$ cat config.mk
export PLATFORM = sky130hd
export DESIGN_NAME = memory_arbiter_flat
export DESIGN_NICKNAME = d
export VERILOG_FILES = /design/src/rtl/memory_arbiter_if.sv /design/src/rtl/memory_arbiter.sv /design/src/flat_wrapper.sv
export SDC_FILE = /design/constraint.sdc
export NUM_CORES = 1
export LEC_CHECK = 0
export CAP_MARGIN = 30
export CORE_MARGIN = 4
export CORE_UTILIZATION = 30
export DETAILED_ROUTE_END_ITERATION = 8
export PLACE_DENSITY_LB_ADDON = 0.2
export RECOVER_POWER = 50
export SYNTH_ARGS = -nofsm -noshare
export SYNTH_HDL_FRONTEND = slang
export SYNTH_SLANG_ARGS = --single-unit
$ cat constraint.sdc
create_clock -name clock -period 14 [get_ports clock]
set_input_delay 4.2 -clock clock [delete_from_list [all_inputs] [get_ports clock]]
set_output_delay 4.2 -clock clock [all_outputs]
set_load 0.01 [all_outputs]
$ cat src/rtl/memory_arbiter_if.sv
// Bundle of requester-side and RAM-side signals shared by memory_arbiter and its environment.
// The slave view is the arbiter; the master view drives requests and models the RAM.
interface memory_arbiter_if #(
    parameter int ADDR_WIDTH = 12
) ();
    logic                  req0;
    logic                  req1;
    logic                  we0;
    logic                  we1;
    logic [ADDR_WIDTH-1:0] addr0;
    logic [ADDR_WIDTH-1:0] addr1;
    logic [31:0]           wdata0;
    logic [31:0]           wdata1;
    logic [3:0]            be0;
    logic [3:0]            be1;
    logic                  gnt0;
    logic                  gnt1;
    logic                  resp0;
    logic                  resp1;
    logic [31:0]           rdata0;
    logic [31:0]           rdata1;
    logic                  busy;
    logic [ADDR_WIDTH-1:0] mem_addr;
    logic                  mem_we;
    logic [31:0]           mem_wdata;
    logic [31:0]           mem_rdata;

    modport slave (
        input  req0, req1, we0, we1, addr0, addr1, wdata0, wdata1, be0, be1, mem_rdata,
        output gnt0, gnt1, resp0, resp1, rdata0, rdata1, busy, mem_addr, mem_we, mem_wdata
    );

    modport master (
        output req0, req1, we0, we1, addr0, addr1, wdata0, wdata1, be0, be1, mem_rdata,
        input  gnt0, gnt1, resp0, resp1, rdata0, rdata1, busy, mem_addr, mem_we, mem_wdata
    );
endinterface

$ cat src/rtl/memory_arbiter.sv
// Round-robin arbiter sharing one word-wide single-port RAM between two requesters,
// turning partial-word stores into read-modify-write so the RAM needs no byte enables.
module memory_arbiter #(
    parameter int ADDR_WIDTH = 12
) (
    input  logic             clock,
    input  logic             reset,
    memory_arbiter_if.slave  bus
);

    typedef enum logic [1:0] {
        ST_IDLE      = 2'd0,
        ST_ACCESS    = 2'd1,
        ST_WAIT      = 2'd2,
        ST_WRITEBACK = 2'd3
    } state_t;

    // Byte k of the result comes from new_word when be[k] is set, else from old_word.
    function automatic logic [31:0] merge_bytes(
        input logic [31:0] old_word,
        input logic [31:0] new_word,
        input logic [3:0]  be
    );
        logic [31:0] merged;
        merged = old_word;
        for (int k = 0; k < 4; k++) begin
            if (be[k]) begin
                merged[8*k +: 8] = new_word[8*k +: 8];
            end else begin
                merged[8*k +: 8] = old_word[8*k +: 8];
            end
        end
        return merged;
    endfunction

    state_t                state_r;
    state_t                state_s;
    logic                  id_r;
    logic                  we_r;
    logic [ADDR_WIDTH-1:0] addr_r;
    logic [31:0]           wdata_r;
    logic [3:0]            be_r;
    logic [31:0]           merged_r;
    logic                  rr_r;

    logic                  grant_s;
    logic                  grant_id_s;
    logic                  resp_s;
    logic                  merge_en_s;
    logic                  mem_we_s;
    logic [ADDR_WIDTH-1:0] mem_addr_s;
    logic [31:0]           mem_wdata_s;

    // State register; reset abandons any in-flight transaction.
    always_ff @(posedge clock or posedge reset) begin
        if (reset) begin
            state_r <= ST_IDLE;
        end else begin
            state_r <= state_s;
        end
    end

    // Next-state, grant selection and RAM strobes.
    always_comb begin
        state_s     = state_r;
        grant_s     = 1'b0;
        grant_id_s  = 1'b0;
        resp_s      = 1'b0;
        merge_en_s  = 1'b0;
        mem_we_s    = 1'b0;
        mem_addr_s  = '0;
        mem_wdata_s = 32'h0000_0000;
        case (state_r)
            ST_IDLE: begin
                if (bus.req0 && bus.req1) begin
                    grant_id_s = rr_r;
                end else if (bus.req1) begin
                    grant_id_s = 1'b1;
                end else begin
                    grant_id_s = 1'b0;
                end
                grant_s = bus.req0 | bus.req1;
                if (grant_s) begin
                    state_s = ST_ACCESS;
                end else begin
                    state_s = ST_IDLE;
                end
            end
            ST_ACCESS: begin
                mem_addr_s = addr_r;
                if (we_r && (be_r == 4'hF)) begin
                    mem_we_s    = 1'b1;
                    mem_wdata_s = wdata_r;
                    resp_s      = 1'b1;
                    state_s     = ST_IDLE;
                end else if (we_r && (be_r == 4'h0)) begin
                    resp_s  = 1'b1;
                    state_s = ST_IDLE;
                end else begin
                    state_s = ST_WAIT;
                end
            end
            ST_WAIT: begin
                mem_addr_s = addr_r;
                if (!we_r) begin
                    resp_s  = 1'b1;
                    state_s = ST_IDLE;
                end else begin
                    merge_en_s = 1'b1;
                    state_s    = ST_WRITEBACK;
                end
            end
            ST_WRITEBACK: begin
                mem_addr_s  = addr_r;
                mem_we_s    = 1'b1;
                mem_wdata_s = merged_r;
                resp_s      = 1'b1;
                state_s     = ST_IDLE;
            end
            default: begin
                state_s = ST_IDLE;
            end
        endcase
    end

    // Capture the granted request and hand round-robin priority to the other port.
    always_ff @(posedge clock or posedge reset) begin
        if (reset) begin
            id_r    <= 1'b0;
            we_r    <= 1'b0;
            addr_r  <= '0;
            wdata_r <= 32'h0000_0000;
            be_r    <= 4'h0;
            rr_r    <= 1'b0;
        end else if (grant_s) begin
            id_r    <= grant_id_s;
            we_r    <= grant_id_s ? bus.we1    : bus.we0;
            addr_r  <= grant_id_s ? bus.addr1  : bus.addr0;
            wdata_r <= grant_id_s ? bus.wdata1 : bus.wdata0;
            be_r    <= grant_id_s ? bus.be1    : bus.be0;
            rr_r    <= ~grant_id_s;
        end else begin
            id_r    <= id_r;
            we_r    <= we_r;
            addr_r  <= addr_r;
            wdata_r <= wdata_r;
            be_r    <= be_r;
            rr_r    <= rr_r;
        end
    end

    // Merged word for a partial store, built from the RAM word read in ACCESS.
    always_ff @(posedge clock or posedge reset) begin
        if (reset) begin
            merged_r <= 32'h0000_0000;
        end else if (merge_en_s) begin
            merged_r <= merge_bytes(bus.mem_rdata, wdata_r, be_r);
        end else begin
            merged_r <= merged_r;
        end
    end

    // Grants are combinational from req, so reset must mask them explicitly.
    assign bus.gnt0      = grant_s & ~grant_id_s & ~reset;
    assign bus.gnt1      = grant_s &  grant_id_s & ~reset;
    assign bus.resp0     = resp_s & ~id_r;
    assign bus.resp1     = resp_s &  id_r;
    assign bus.rdata0    = bus.resp0 ? bus.mem_rdata : 32'h0000_0000;
    assign bus.rdata1    = bus.resp1 ? bus.mem_rdata : 32'h0000_0000;
    assign bus.busy      = (state_r != ST_IDLE);
    assign bus.mem_we    = mem_we_s;
    assign bus.mem_addr  = mem_addr_s;
    assign bus.mem_wdata = mem_wdata_s;

endmodule
$ cat src/flat_wrapper.sv
// flat-port wrapper written by rule: the top's interface ports become plain ports
module memory_arbiter_flat 
#(
    parameter int ADDR_WIDTH = 12
)
  (clock, reset, bus_req0, bus_req1, bus_we0, bus_we1, bus_addr0, bus_addr1, bus_wdata0, bus_wdata1, bus_be0, bus_be1, bus_mem_rdata, bus_gnt0, bus_gnt1, bus_resp0, bus_resp1, bus_rdata0, bus_rdata1, bus_busy, bus_mem_addr, bus_mem_we, bus_mem_wdata);
  memory_arbiter_if #(.ADDR_WIDTH(ADDR_WIDTH)) bus_i ();
  input  logic clock;
  input  logic reset;
  input wire logic [$bits(bus_i.req0)-1:0] bus_req0;
  input wire logic [$bits(bus_i.req1)-1:0] bus_req1;
  input wire logic [$bits(bus_i.we0)-1:0] bus_we0;
  input wire logic [$bits(bus_i.we1)-1:0] bus_we1;
  input wire logic [$bits(bus_i.addr0)-1:0] bus_addr0;
  input wire logic [$bits(bus_i.addr1)-1:0] bus_addr1;
  input wire logic [$bits(bus_i.wdata0)-1:0] bus_wdata0;
  input wire logic [$bits(bus_i.wdata1)-1:0] bus_wdata1;
  input wire logic [$bits(bus_i.be0)-1:0] bus_be0;
  input wire logic [$bits(bus_i.be1)-1:0] bus_be1;
  input wire logic [$bits(bus_i.mem_rdata)-1:0] bus_mem_rdata;
  output wire logic [$bits(bus_i.gnt0)-1:0] bus_gnt0;
  output wire logic [$bits(bus_i.gnt1)-1:0] bus_gnt1;
  output wire logic [$bits(bus_i.resp0)-1:0] bus_resp0;
  output wire logic [$bits(bus_i.resp1)-1:0] bus_resp1;
  output wire logic [$bits(bus_i.rdata0)-1:0] bus_rdata0;
  output wire logic [$bits(bus_i.rdata1)-1:0] bus_rdata1;
  output wire logic [$bits(bus_i.busy)-1:0] bus_busy;
  output wire logic [$bits(bus_i.mem_addr)-1:0] bus_mem_addr;
  output wire logic [$bits(bus_i.mem_we)-1:0] bus_mem_we;
  output wire logic [$bits(bus_i.mem_wdata)-1:0] bus_mem_wdata;
  assign bus_i.req0 = bus_req0;
  assign bus_i.req1 = bus_req1;
  assign bus_i.we0 = bus_we0;
  assign bus_i.we1 = bus_we1;
  assign bus_i.addr0 = bus_addr0;
  assign bus_i.addr1 = bus_addr1;
  assign bus_i.wdata0 = bus_wdata0;
  assign bus_i.wdata1 = bus_wdata1;
  assign bus_i.be0 = bus_be0;
  assign bus_i.be1 = bus_be1;
  assign bus_i.mem_rdata = bus_mem_rdata;
  assign bus_gnt0 = bus_i.gnt0;
  assign bus_gnt1 = bus_i.gnt1;
  assign bus_resp0 = bus_i.resp0;
  assign bus_resp1 = bus_i.resp1;
  assign bus_rdata0 = bus_i.rdata0;
  assign bus_rdata1 = bus_i.rdata1;
  assign bus_busy = bus_i.busy;
  assign bus_mem_addr = bus_i.mem_addr;
  assign bus_mem_we = bus_i.mem_we;
  assign bus_mem_wdata = bus_i.mem_wdata;
  memory_arbiter #(.ADDR_WIDTH(ADDR_WIDTH)) u_core (.clock(clock), .reset(reset), .bus(bus_i));
endmodule
==> reports/results.ini, run 1 <==
[layout]
layout_commonest_cell=clkdlybuf4s50_1
syn_to_final_growth_pct=54.5
layout_common_cells=213 x clkdlybuf4s50_1, 86 x nand2_1, 83 x dfrtp_1
regArea_sq_mm=0.00213
n_fill_cell=1694
final_nets=915
stdcell_area_sq_mm=0.00842
fin_util=0.470
drive_gt1_frac=0.0929
multi_input_area_sq_mm=0.00285

[yosys]
synth-seq-area-share=0.390
ys.flop_type=dfrtp_1
synth_enable_flop_cells=0
async_flop_share=1.00
avgSynthCellArea_sq_um=9.43
synth_seq_cells=85
syn_nets=712
synth_cell_type_count=34
synthesis.area_sq_mm=0.00545
yosysWarnings=0
synth_cells=578

[grt]
grt-ovfl-total=0
first_global_vias=5716
grt_pass1_wl_um=32100
grtUsageTotal=0.199
grt_max_degree=54
grt_antenna_before_repair=1

[detailed_routing]
wl_per_cell_um=20.2
drt-initial-drc-count=274
via_count=5424
wirelength_um=20600
dr.pass1.iters=5
route.detailed.drc=0
vias_per_cell=5.34
drtAntennaViolNets=0

[sta]
finalCritPeriodShare=0.768
hold_violations=0
slew_violations=139
finalSetupTns_ps=0
slew_headroom=-0.900
min_period_ps=10750
max_freq_mhz=93.0
worst_pin_slew_ps=2850
fin_skew_ps=13.1
rsz0062_at_grt=false
setup-violations-final=0

[clock_tree]
clock-sinks=85
tritoncts=built
cts_hold_buf=0
post-cts-setup-buffers=0
worst_skew_pair.late_latency_ps=350
clockRootBuffer=clkbuf_16
numCtsBuffers=9
cts_max_level=3
ctsResizeCount=0
clk_pin_slew_worst_paths_ps=60
cts_buffer_depth=2

[floorplan]
pin_count=248
start_util=0.304
die_y_um=143
die_width_um=143
core-area_sq_mm=0.0179
die_area_sq_mm=0.0204
num_rows=49

[pwr]
power_density_mw_per_mm2=187
ir_worst_vdd_uv=101
leakagePower_nw=3.26

[setup_path]
cp.required_ps=9800
crit_slowest_cell=and3_1
cp.arrival_ps=6550
cpPeakStageDelay_ps=920
reg2regPathDepth=4
worstPathMaxFanout=26
start_kind=input port
cp-end-kind=primary output
crit_type=input port to primary output
path_cells=dlygate4sd3_1 > nand2_1 > and3_1 > and2_1 > clkdlybuf4s50_1

[min_path]
holdPathStages=2
hold_path.class=register to register

[outcome]
status=finished with violations
violations=capacitance limit, slew limit

[place]
place.port_buffers=247
dpl.hpwl_um=14600
placed_area_sq_mm=0.00807
place_congestion=0.784

[run]
cap_violations=3

-- final cells by class --
cell class,instances,area share
Timing Repair Buffer,262,0.319
Antenna cell,1,0.000297
Multi-Input combinational cell,387,0.339
Inverter,36,0.0162
Clock buffer,11,0.0288
Sequential cell,85,0.253
Clock inverter,5,0.0101
Tap cell,229,0.0340
-- final timing paths --
kind / startpoint / slack [ps] / end
max: bus_req1 / 3250 / bus_gnt0
min: u_core.merged_r[2] / 480 / u_core.merged_r[2]
max reg2reg: u_core.state_r[0] / 10450 / u_core.merged_r[18]
min reg2reg: u_core.merged_r[2] / 480 / u_core.merged_r[2]
max in group asynchronous: reset / 5590 / u_core.wdata_r[11]
min in group asynchronous: reset / 5230 / u_core.id_r
-- layer usage --
layer	wire, um	global-route usage	vias to the layer above
met5	0	0	-
met4	344	0.0525	0
met3	1590	0.0593	24
met2	10000	0.339	202
met1	8570	0.248	2666
li1	-	-	2532
-- synthesized netlist by cell type, drive strengths merged, types with 2 or more instances --
cell	instances	area (sq um)
a221o	49	490
nor2	2	10.0
and3	2	12.5
nand3	9	45.0
a21boi	48	360
clkbuf	38	143
a21oi	4	20.0
dfrtp	85	2130
nand2	86	323
a211oi	64	671
buf	32	213
o31ai	21	158
mux2i	32	320
inv	35	131
o21ai	42	210
and2	15	93.8
a32o	3	30.0
-- logic make-up after synthesis --
logic type	Yosys count	share of synthesized area
AOI/OAI and AO/OA	235	0.362
buffers and inverters	106	0.0900
DFF	85	0.390
muxes	32	0.0588
and+or+nand+nor	120	0.0992
-- power by group --
group / switching, W / internal, W / leakage, nW
Clock: 0.000101 / 0.000162 / 0.156
Sequential: 0.000142 / 0.000366 / 1.05
Combinational: 0.000401 / 0.000404 / 2.06
Total: 0.000644 / 0.000933 / 3.26
-- worst max-delay path: cells and delay by family --
kind	cells	cell delay, ps
AND/OR/NAND/NOR	3	1230
buffers and inverters	2	1120
-- through the flow --
step	hold slack [ps]	power [W]	instances	setup WS, ps
floorplan	449	0.000959	578	3470
global placement	462	0.00127	992	3390
detailed placement	471	0.00131	997	3750
CTS	485	0.00158	1013	3740
global route	504	0.00168	1016	3100
finish	481	0.00158	1016	3250
-- registers in the layout, summed over array words and instances, names as in the netlist --
name / cells
u_core.addr_r: 12
u_core.be_r: 4
u_core.id_r: 1
u_core.merged_r: 32
u_core.rr_r: 1
u_core.state_r: 2
u_core.wdata_r: 32
u_core.we_r: 1
Power figures use the tool's default switching activity.
==> run 2, diff against run 1 <==
==> constraint.sdc (replaced) <==
create_clock -name clock -period 8.96 [get_ports clock]
set_input_delay 2.688 -clock clock [delete_from_list [all_inputs] [get_ports clock]]
set_output_delay 2.688 -clock clock [all_outputs]
set_load 0.01 [all_outputs]
==> reports/results.ini, run 2 (synthesized netlist as in run 1, its figures left out) <==
[outcome]
status=finished with violations
violations=capacitance limit, slew limit

[grt]
grtUsageTotal=0.202  ; +0.00254
grt_antenna_before_repair=0  ; -1
use_met1=0.258  ; +0.00985
met3_usage=0.0429  ; -0.0164
top_usage_layer=met2
grt_max_degree=70  ; +30%
first_global_vias=5845  ; +2.3%
grt-ovfl-total=0  ; unchanged
grt_pass1_wl_um=32600  ; +1.5%
met2_usage=0.340  ; +0.000989

[sta]
whs_ps=483  ; +1.48 ps
finalCritPeriodShare=0.833
fin_skew_ps=7.20  ; -5.88 ps
setup-violations-final=0  ; unchanged
max_freq_mhz=134
slew_violations=105  ; -24%
rsz0062_at_grt=false
finalSetupTns_ps=0  ; unchanged
hold_violations=0  ; unchanged
slew_headroom=-0.781  ; +0.119
worst_pin_slew_ps=2670  ; -178 ps
min_period_ps=7460

[place]
place.port_buffers=247  ; unchanged
dpl.hpwl_um=14600  ; about the same
place_congestion=0.766  ; -2.3%
placed_area_sq_mm=0.00802  ; -0.59%
dp.cells=996  ; -0.10%

[layout]
final_nets=915  ; unchanged
reg_top3=u_core.merged_r: 32 flops, u_core.wdata_r: 32 flops, u_core.addr_r: 12 flops
fin_util=0.471  ; +0.000769
layout_common_cells=238 x clkdlybuf4s50_1, 86 x nand2_1, 83 x dfrtp_1
syn_to_final_growth_pct=54.7
instances_no_fill=1015  ; -0.098%
drive_gt1_frac=0.0954  ; +0.00254
antenna_cells=0  ; -1
stdcell_area_sq_mm=0.00843  ; +0.16%
layout_commonest_cell=clkdlybuf4s50_1
n_fill_cell=1640  ; -3.2%

[pwr]
intPower_w=0.00148  ; +58%
seqPwrFrac=0.320  ; -0.003
p_comb_frac=0.504  ; -0.007
ir_worst_vdd_uv=230  ; +130%
power.switching_w=0.00102  ; +59%
switching_share=0.409  ; about the same
power_density_mw_per_mm2=296  ; +58%
leakagePower_nw=3.27  ; +0.17%
clockPowerShare=0.176  ; +0.009

[setup_path]
crit_cells=4  ; -1
start_kind=input port
cp_top_family=buffers and inverters
cp.arrival_ps=4780  ; -1770 ps
cp-end-kind=primary output
path_buf_inv=3  ; +1
crit_type=input port to primary output
cp.required_ps=6270  ; -3530 ps
path_cells=dlygate4sd3_1 > clkinvlp_2 > and2_1 > clkdlybuf4s50_1
crit_slowest_cell=clkinvlp_2
worstPathMaxFanout=18  ; -31%
cpPeakStageDelay_ps=640  ; -280 ps
reg2regPathDepth=4  ; unchanged

[min_path]
hold_path.class=register to register
holdPathStages=2  ; unchanged

[clock_tree]
post-cts-setup-buffers=0  ; unchanged
cts_buffer_depth=2  ; unchanged
clock-sinks=85  ; unchanged
numCtsBuffers=9  ; unchanged
clockRootBuffer=clkbuf_16
ctsResizeCount=0  ; unchanged
cts_max_level=3  ; unchanged
worst_skew_pair.late_latency_ps=340  ; about the same
cts_hold_buf=0  ; unchanged
tritoncts=built
clk_pin_slew_worst_paths_ps=70  ; about the same

[floorplan]
die_area_sq_mm=0.0204  ; unchanged
core-area_sq_mm=0.0179  ; unchanged
num_rows=49  ; unchanged
pin_count=248  ; unchanged
start_util=0.304  ; unchanged
die_width_um=143  ; unchanged
die_y_um=143  ; unchanged

[detailed_routing]
vias_per_cell=5.39  ; +0.91%
drt-initial-drc-count=280  ; +2.2%
wl_per_cell_um=20.5  ; +1.6%
drtAntennaViolNets=0  ; unchanged
via_count=5468  ; +0.81%
wirelength_um=20900  ; +1.5%
dr.pass1.iters=6  ; +1
route.detailed.drc=0  ; unchanged

[run]
cap_violations=2  ; -1

==> run 2: cell types whose count changed in the layout (fill, tap and decap cells not counted), sizes merged <==
cell           previous run  this run
buf                      12        11
bufinv                    2         3
clkbuf                   14        13
clkdlybuf4s50           213       238
clkinvlp                  2         1
diode                     1         0
dlygate4sd3              34         9
inv                      34        36
==> run 2: final cells by class <==
cell class	count	area [sq um]	area share
Sequential cell	85	2130	0.253
Clock inverter	7	121	0.0144
Clock buffer	9	225	0.0267
Timing Repair Buffer	262	2680	0.318
Inverter	36	136	0.0162
Tap cell	229	287	0.0340
Multi-Input combinational cell	387	2850	0.338
==> run 2: per-stage QoR <==
step	total power [W]	setup WS (ps)
6_report	0.00250	1500
5_1_grt	0.00266	1320
4_1_cts	0.00250	2050
3_5_place_dp	0.00205	2060
3_3_place_gp	0.00199	2060
2_1_floorplan	0.00150	1450
==> run 2: power groups by stage <==
stage                     Combinational [W]  Clock, W  Sequential [W]
after global placement              0.00118         0        0.000813
after CTS                           0.00125  0.000450        0.000798
final                               0.00126  0.000440        0.000799
after detailed placement            0.00124         0        0.000802
after global routing                0.00137  0.000465        0.000828
after floorplan                    0.000844         0        0.000654
==> run 2: worst min-delay path: stages (launching register included) <==
cell	delay [ps]
dfrtp_1	350
nand2_1	40
o21ai_0	60
==> run 2: worst paths after layout <==
kind | startpoint | endpoint | slack (ps)
worst min register to register | u_core.merged_r[0] | u_core.merged_r[0] | 480
worst max-delay path | reset | bus_gnt0 | 1500
min in group asynchronous | reset | u_core.addr_r[4] | 2930
max in group asynchronous | reset | u_core.id_r | 4970
worst min-delay path | u_core.merged_r[0] | u_core.merged_r[0] | 480
worst max register to register | u_core.state_r[0] | u_core.merged_r[5] | 4530
==> run 2: per-layer routing <==
metal  part of all wire  wire length [um]
met5                  0                 0
met4              0.021               429
met3              0.063              1320
met2               0.49             10100
met1               0.43              8990
